$ cat config.mk
export PLATFORM = sky130hd
export DESIGN_NAME = mem_wb_stage
export DESIGN_NICKNAME = d
export VERILOG_FILES = /design/src/rtl/mem_wb_stage.sv
export SDC_FILE = /design/constraint.sdc
export NUM_CORES = 1
export LEC_CHECK = 0
export ABC_AREA = 1
export CAP_MARGIN = 0
export CORE_MARGIN = 4
export CORE_UTILIZATION = 30
export CTS_CLUSTER_DIAMETER = 150
export DETAILED_ROUTE_END_ITERATION = 10
export HOLD_SLACK_MARGIN = 0.02
export PLACE_DENSITY_LB_ADDON = 0.05
export SLEW_MARGIN = 15
export SYNTH_ARGS = -nofsm -noshare
export SYNTH_HDL_FRONTEND = slang
export SYNTH_SLANG_ARGS = --single-unit
$ cat constraint.sdc
create_clock -name clk -period 8.3 [get_ports clk]
set_clock_uncertainty 0.15 [all_clocks]
set_input_delay 1.66 -clock clk [delete_from_list [all_inputs] [get_ports clk]]
set_output_delay 1.66 -clock clk [all_outputs]
set_load 0.02 [all_outputs]
$ cat src/rtl/mem_wb_stage.sv
// MEM/WB pipeline register: bubbles on freeze, selects the write-back value,
// and keeps saturating retire/stall performance counters.
module mem_wb_stage #(
  parameter int unsigned DATA_W   = 32,
  parameter int unsigned DEST_W   = 5,
  parameter int unsigned CNT_W    = 32,
  parameter int unsigned ZERO_REG = 1
) (
  input  logic              clk,
  input  logic              rst,
  input  logic              freeze,
  input  logic [DATA_W-1:0] PC_in,
  input  logic              WB_en_in,
  input  logic              MEM_R_EN_in,
  input  logic              MEM_W_EN_in,
  input  logic [DATA_W-1:0] ALU_result_in,
  input  logic [DATA_W-1:0] MEM_read_value_in,
  input  logic [DEST_W-1:0] Dest_in,
  input  logic              clr_counters,
  output logic [DATA_W-1:0] PC,
  output logic              WB_en,
  output logic [DEST_W-1:0] WB_Dest,
  output logic [DATA_W-1:0] WB_Value,
  output logic              fwd_valid,
  output logic [CNT_W-1:0]  retire_cnt,
  output logic [CNT_W-1:0]  stall_cnt
);

  logic [DATA_W-1:0] pc_q, pc_d;
  logic              wb_en_q, wb_en_d;
  logic              mem_r_en_q, mem_r_en_d;
  logic [DATA_W-1:0] alu_q, alu_d;
  logic [DATA_W-1:0] rdval_q, rdval_d;
  logic [DEST_W-1:0] dest_q, dest_d;
  logic [CNT_W-1:0]  retire_q, retire_d;
  logic [CNT_W-1:0]  stall_q, stall_d;
  logic              retire_ev_c;
  logic              zero_block_c;

  // Pipeline capture; a frozen edge only kills the enables so nothing writes twice
  always_comb begin
    pc_d       = pc_q;
    wb_en_d    = 1'b0;
    mem_r_en_d = 1'b0;
    alu_d      = alu_q;
    rdval_d    = rdval_q;
    dest_d     = dest_q;
    if (!freeze) begin
      pc_d       = PC_in;
      wb_en_d    = WB_en_in;
      mem_r_en_d = MEM_R_EN_in;
      alu_d      = ALU_result_in;
      rdval_d    = MEM_read_value_in;
      dest_d     = Dest_in;
    end
  end

  // Saturating counters; clear wins over any increment on the same edge
  always_comb begin
    retire_ev_c = !freeze && (WB_en_in || MEM_W_EN_in);
    retire_d    = retire_q;
    stall_d     = stall_q;
    if (clr_counters) begin
      retire_d = '0;
      stall_d  = '0;
    end else begin
      if (retire_ev_c && (retire_q != '1)) retire_d = retire_q + CNT_W'(1);
      if (freeze && (stall_q != '1))       stall_d  = stall_q + CNT_W'(1);
    end
  end

  always_ff @(posedge clk or posedge rst) begin
    if (rst) begin
      pc_q       <= '0;
      wb_en_q    <= 1'b0;
      mem_r_en_q <= 1'b0;
      alu_q      <= '0;
      rdval_q    <= '0;
      dest_q     <= '0;
      retire_q   <= '0;
      stall_q    <= '0;
    end else begin
      pc_q       <= pc_d;
      wb_en_q    <= wb_en_d;
      mem_r_en_q <= mem_r_en_d;
      alu_q      <= alu_d;
      rdval_q    <= rdval_d;
      dest_q     <= dest_d;
      retire_q   <= retire_d;
      stall_q    <= stall_d;
    end
  end

  // Write-back mux and zero-register suppression straight from the flops
  always_comb begin
    zero_block_c = (ZERO_REG != 0) && (dest_q == '0);
    PC           = pc_q;
    WB_Dest      = dest_q;
    WB_Value     = mem_r_en_q ? rdval_q : alu_q;
    WB_en        = wb_en_q && !zero_block_c;
    fwd_valid    = WB_en;
    retire_cnt   = retire_q;
    stall_cnt    = stall_q;
  end

endmodule

Word level (Yosys, flattened, before mapping)
Cells that the tools add are included.

cells by class
  add/sub/neg operators = 2
  eq/ne operators = 2
  mux-type cells = 7
  reduce and logical (&&, ||, !) cells = 10

operators by type and width
  operator                 count
  $mux W32                 5
  $add A32 B1 Y32 const B  2
  $ne A32 B32 Y1 const B   2
  $logic_not A5 Y1         1
  $logic_and A1 B1 Y1      4
  $reduce_bool A2 Y1       2
  $logic_not A1 Y1         2
  $mux W1                  2
  $logic_or A1 B1 Y1       1

storage, ports and cells
  register bits after elaboration = 167
  input bits = 108
  output and inout bits = 135
  logic and storage cells = 29

Logic depth before layout (Yosys ltp)
Gate-level depths: netlist (run 1).

  word-level depth = 5
  mapped depth = 12
  mapped depth without buffers = 11

Worst setup path after synthesis (run 1)
No wires, ideal clock.

  path type = reg-to-output
  start point = register mem_r_en_q
  end point = output WB_Value[23]
  arrival time = 1,196 ps
  required time = 6,490 ps
  setup slack = 5,294 ps
  stages on the path, launching flop included = 4
  buffers on the path = 2
  path through = dfrtp_1 -> clkbuf_1 -> clkbuf_1 -> o21ai_0

between the ends
  longest elaborated chain between the ends = 1

RTL lines
  what                    line  source
  from (decl)             31    logic mem_r_en_q, mem_r_en_d;
  from (signal assigned)  85    mem_r_en_q <= mem_r_en_d;
  $mux W32                99    WB_Value = mem_r_en_q ? rdval_q : alu_q;
  to (decl)               23    output logic [DATA_W-1:0] WB_Value,

Every way passes these cells.

Worst setup path in the final report (run 1)
  start point = register mem_r_en_q
  end point = output WB_Value[4]

The elaborated chain is that of the path after synthesis.

==> metrics.yaml, run 1 <==
vias: 7991
cts.path.max_buffers: 2
grt_overflow: 0
cap_violations: 0
critPathRequiredTime_ns: 6.49
track_usage: 0.171
pwr_density_cell_nw_per_um2: 167
syn_inst: 1160
post-route-period-util: 0.511
numCtsBuffers: 17
die_h_microns: 177
die_area_sq_um: 31200
r2r_end: "stall_cnt[3]$_DFFE_PP0P_"
mostFrequentLayoutCell: "nand2_1"
worst_slew_pin_slew_ns: 1.03
final_area_sq_um: 11800
synth-seq-cells: 167
ctsResizeCount: 0
fill_cells: 2909
r2r_cells: 10
end_kind: "output port"
clock-sinks: 167
arrival_ns: 2.43
yosys_warnings: 0
num_antenna_cells: 0
grt_first_pass_wirelength_mm: 42.6
antenna_left: 0
max-vdd-ir-drop_mv: 0.117
crit_type: "flip-flop to output port"
routabilityCongestion: 0.790
grt_pass1_vias: 7924
synth_edf_count: 0
reg2reg_slack_ns: 5.94
numPortBuffers: 242
area_delta_synth_final_pct: 38.3
period_needed_ns: 4.24
timing.final.ws_setup_ns: 4.06
maxSlewViolCount: 0
worstSetupEndpoint: "WB_Value[4]"
async_reset_ff_frac: 1.00
cts_root_buf: "clkbuf_16"
rsz0062_at_grt: "no"
insertion_delay_ns: 0.43
final_cell_mix: "nand2_1, clkdlybuf4s50_1, dfrtp_1"
syn_area_sq_um: 8530
final_nets: 1490
drc_errors: 0
postSynthAreaPerCell_sq_um: 7.35
io-pin-count: 243
cts_tree: "done"
drt-initial-drc-count: 416
synth_seq_area_share: 0.490
avgViaCountPerCell: 4.51
register_area_sq_um: 4180
pre_cts_ws_ns: 3.79
fin_tns_setup_ns: 0
total_power_uw: 1960
post-cts-setup-buffers: 0
antenna_found_initial: 2
setup_viol: 0
dpl_cell_area_sq_um: 11200
critPathLaunch: "mem_r_en_q$_DFF_PP0_"
cts_hold_buffers: 0
status: "finished clean"
fp.coreArea_sq_um: 27900
grt_max_degree: 107
num_rows: 61
multi_input_area_sq_um: 3750
finalHoldViolations: 0
synth_cell_type_count: 34
ys.flop_type: "dfrtp_1"
wl_mm: 26.5
max_freq_mhz: 236
min_path_type: "flip-flop to flip-flop"
path_clk_slew_ns: 0.07
wire_per_inst_microns: 15.0
maxSlewHeadroom: 0.311
drive_above_1_share: 0.0489
leakagePower_uw: 0.00521
start_util: 0.305
synth_nets: 1270
worst_setup_path_start_kind: "flip-flop"
r2r_start: "stall_cnt[1]$_DFFE_PP0P_"
h-tree-depth: 4
dr.pass1.iters: 7
post-dp-hpwl_mm: 18.4
die_x_microns: 177
worstPathMaxFanout: 64
## synthesized netlist by cell type, types with 2 or more instances
master    number  area (sq um)
clkbuf_1      31           116
o21ai_0       74           370
buf_6          6          67.6
o21ai_1       24           120
buf_2          3          15.0
inv_2          3          11.3
nand4_1        5          31.3
nand3_1       75           375
o21bai_1       4          30.0
xnor2_1       13           114
nand2_1      511          1920
ha_1           2          25.0
o22ai_1        2          12.5
nor2_1        97           364
a21oi_1        3          15.0
xor2_1        13           114
nor2_4         4          45.0
nand2_2        4          25.0
nor2_2         4          25.0
dfrtp_1      167          4180
inv_1         91           342
o21ai_2        8          70.1
nand2_4        3          33.8
buf_1          3          11.3
## cell type report
cell class,count,area share
multi-input combinational,853,0.318
sequential,167,0.354
clock inverter,14,0.0123
tap,378,0.0401
clock buffer,17,0.0361
inverter,95,0.0313
timing repair buffer,246,0.207
## kinds of logic after synthesis
family	share of synthesized area
AND/OR/NAND/NOR	0.336
flip-flops	0.490
buffers and inverters	0.0697
AO/OA/AOI/OAI	0.0751
XOR/XNOR	0.0267
adder cells (fa/ha/maj)	0.00293
## report_power, final
| group | internal, uW | switching, uW |
|---|---|---|
| combinational | 132 | 158 |
| sequential | 859 | 25.9 |
| clock | 421 | 369 |
## routing by layer
layer / wire length, microns / part of all wire / GRT usage / vias up
li1: - / - / - / 4047
met1: 11700 / 0.44 / 0.220 / 3721
met2: 12200 / 0.46 / 0.273 / 201
met3: 2340 / 0.088 / 0.0655 / 18
met4: 242 / 0.0091 / 0.0406 / 4
met5: 22 / 0.00083 / 0 / -
## metrics by stage
| stage | instances | hold slack [ns] | utilization |
|---|---|---|---|
| after detailed placement | 1739 | 0.315 | 0.402 |
| after global placement | 1739 | 0.312 | 0.402 |
| after global routing | 1770 | 0.343 | 0.422 |
| after CTS | 1770 | 0.333 | 0.422 |
| final | 1770 | 0.328 | 0.422 |
| after floorplan | 1160 | 0.299 | - |
## sequential cells by signal, summed over array words and instances (netlist names)
signal,cells
wb_en_q,1
WB_Dest,5
stall_cnt,32
retire_cnt,32
rdval_q,32
PC,32
alu_q,32
mem_r_en_q,1
## how the worst min path moves through the flow
stage	depth (start not counted)	from	end	slack, ns
final	2	PC[13]$_DFFE_PP0N_	PC[13]$_DFFE_PP0N_	0.33
after global routing	2	PC[30]$_DFFE_PP0N_	PC[30]$_DFFE_PP0N_	0.34
after CTS	2	rdval_q[28]$_DFFE_PP0N_	rdval_q[28]$_DFFE_PP0N_	0.33
after detailed placement	2	rdval_q[22]$_DFFE_PP0N_	rdval_q[22]$_DFFE_PP0N_	0.31
after global placement	2	PC[8]$_DFFE_PP0N_	PC[8]$_DFFE_PP0N_	0.31
after floorplan	2	rdval_q[0]$_DFFE_PP0N_	rdval_q[0]$_DFFE_PP0N_	0.30
## critical path: stages, from the launching register on
cell and delay (ns):
dfrtp_2 1.03, nand2_1 0.12, o21ai_0 0.16, clkdlybuf4s50_1 0.69
No activity file was read; power rests on OpenSTA's default activity.
==> run 2: changes to the inputs <==
==> constraint.sdc (replaced) <==
create_clock -name clk -period 4.4 [get_ports clk]
set_clock_uncertainty 0.15 [all_clocks]
set_input_delay 0.88 -clock clk [delete_from_list [all_inputs] [get_ports clk]]
set_output_delay 0.88 -clock clk [all_outputs]
set_load 0.02 [all_outputs]
==> metrics.yaml, run 2 (synthesis gave the netlist of run 1 again) <==
timing.final.ws_setup_ns: 0.824
insertion_delay_ns: 0.42
die_area_sq_um: 31200
final_cell_mix: "nand2_1, clkdlybuf4s50_1, dfrtp_1"
antenna_found_initial: 3
fin_tns_setup_ns: 0
end_kind: "output port"
h-tree-depth: 4
status: "finished clean"
path_clk_slew_ns: 0.07
worst_setup_path_start_kind: "flip-flop"
grt_pass1_vias: 7660
avgViaCountPerCell: 4.42
drt-initial-drc-count: 494
post-dp-hpwl_mm: 18.7
numCtsBuffers: 17
cts_hold_buffers: 0
maxSlewHeadroom: 0.306
fp.coreArea_sq_um: 27900
start_util: 0.305
post-cts-setup-buffers: 0
final_util: 0.425
max_freq_mhz: 280
antenna_left: 0
cts.path.max_buffers: 2
clock-sinks: 167
track_usage: 0.172
multi_input_area_sq_um: 3750
die_x_microns: 177
register_area_sq_um: 4180
leakagePower_uw: 0.00525
num_antenna_cells: 0
cts_tree: "done"
final_nets: 1492
io-pin-count: 243
vias: 7837
total_power_uw: 3840
ctsResizeCount: 0
crit_type: "flip-flop to output port"
die_h_microns: 177
pre_cts_ws_ns: 1.15
grt_overflow: 0
numPortBuffers: 242
pwr_density_cell_nw_per_um2: 323
critPathRequiredTime_ns: 3.37
drive_above_1_share: 0.0502
cts_root_buf: "clkbuf_16"
worst_slew_pin_slew_ns: 1.04
grt_first_pass_wirelength_mm: 43.1
post-route-period-util: 0.813
maxSlewViolCount: 0
min_path_type: "flip-flop to flip-flop"
mostFrequentLayoutCell: "nand2_1"
max-vdd-ir-drop_mv: 0.245
cap_violations: 0
finalHoldViolations: 0
area_delta_synth_final_pct: 39.2
grt_max_degree: 168
fill_cells: 2882
arrival_ns: 2.55
dr.pass1.iters: 5
routabilityCongestion: 0.795
wl_mm: 26.9
setup_viol: 0
worstPathMaxFanout: 64
rsz0062_at_grt: "no"
drc_errors: 0
wire_per_inst_microns: 15.2
num_rows: 61
period_needed_ns: 3.58
run 2: cell types whose count changed in the layout (fill, tap and decap cells not counted):
cell,change
clkbuf_1,+1
bufinv_16,+2
clkinv_4,+2
clkinv_8,-1
inv_8,+3
buf_4,+1
clkinvlp_4,-2
inv_6,-4
buf_12,+1
run 2: layout make-up:
cell class	instances	share of cell area
flip-flops and latches	167	0.352
multi-input cells	853	0.316
repair buffers	248	0.208
well taps	378	0.0398
clock buffers	18	0.0362
inverters	95	0.0310
clock inverters	14	0.0161
run 2: metrics by stage:
step	hold slack, ns	cells	instance area (sq um)
2_1_floorplan	0.299	1160	8530
3_3_place_gp	0.313	1741	11300
3_5_place_dp	0.314	1741	11300
4_1_cts	0.335	1773	11900
5_1_grt	0.345	1773	11900
6_report	0.327	1773	11900
run 2: worst paths after layout:
path                                     startpoint                          to  slack [ns]  cells past startpoint
setup / recovery               mem_r_en_q$_DFF_PP0_                 WB_Value[7]        0.82                      2
hold / removal                   PC[17]$_DFFE_PP0N_          PC[17]$_DFFE_PP0N_        0.33                      2
setup reg to reg           stall_cnt[1]$_DFFE_PP0P_    stall_cnt[3]$_DFFE_PP0P_        2.06                     10
hold reg to reg                  PC[17]$_DFFE_PP0N_          PC[17]$_DFFE_PP0N_        0.33                      2
max in group asynchronous                       rst  retire_cnt[24]$_DFFE_PP0P_        2.37                      3
min in group asynchronous                       rst    stall_cnt[4]$_DFFE_PP0P_        0.89                      3
run 2: metal layers:
metal / global-route usage / vias to the layer above / share of wire
met2: 0.264 / 186 / 0.45
met3: 0.0621 / 20 / 0.079
met1: 0.234 / 3587 / 0.46
li1: - / 4038 / -
met5: 0 / - / 0.0013
met4: 0.0368 / 6 / 0.0091
run 2: worst max-delay path: stages (launching register included):
cell,delay (ns)
dfrtp_2,1.04
o21ai_0,0.42
clkdlybuf4s50_1,0.64
run 2: power by group:
part,switching [uW],internal (uW)
Combinational,300,250
Clock,700,915
Sequential,50.7,1620
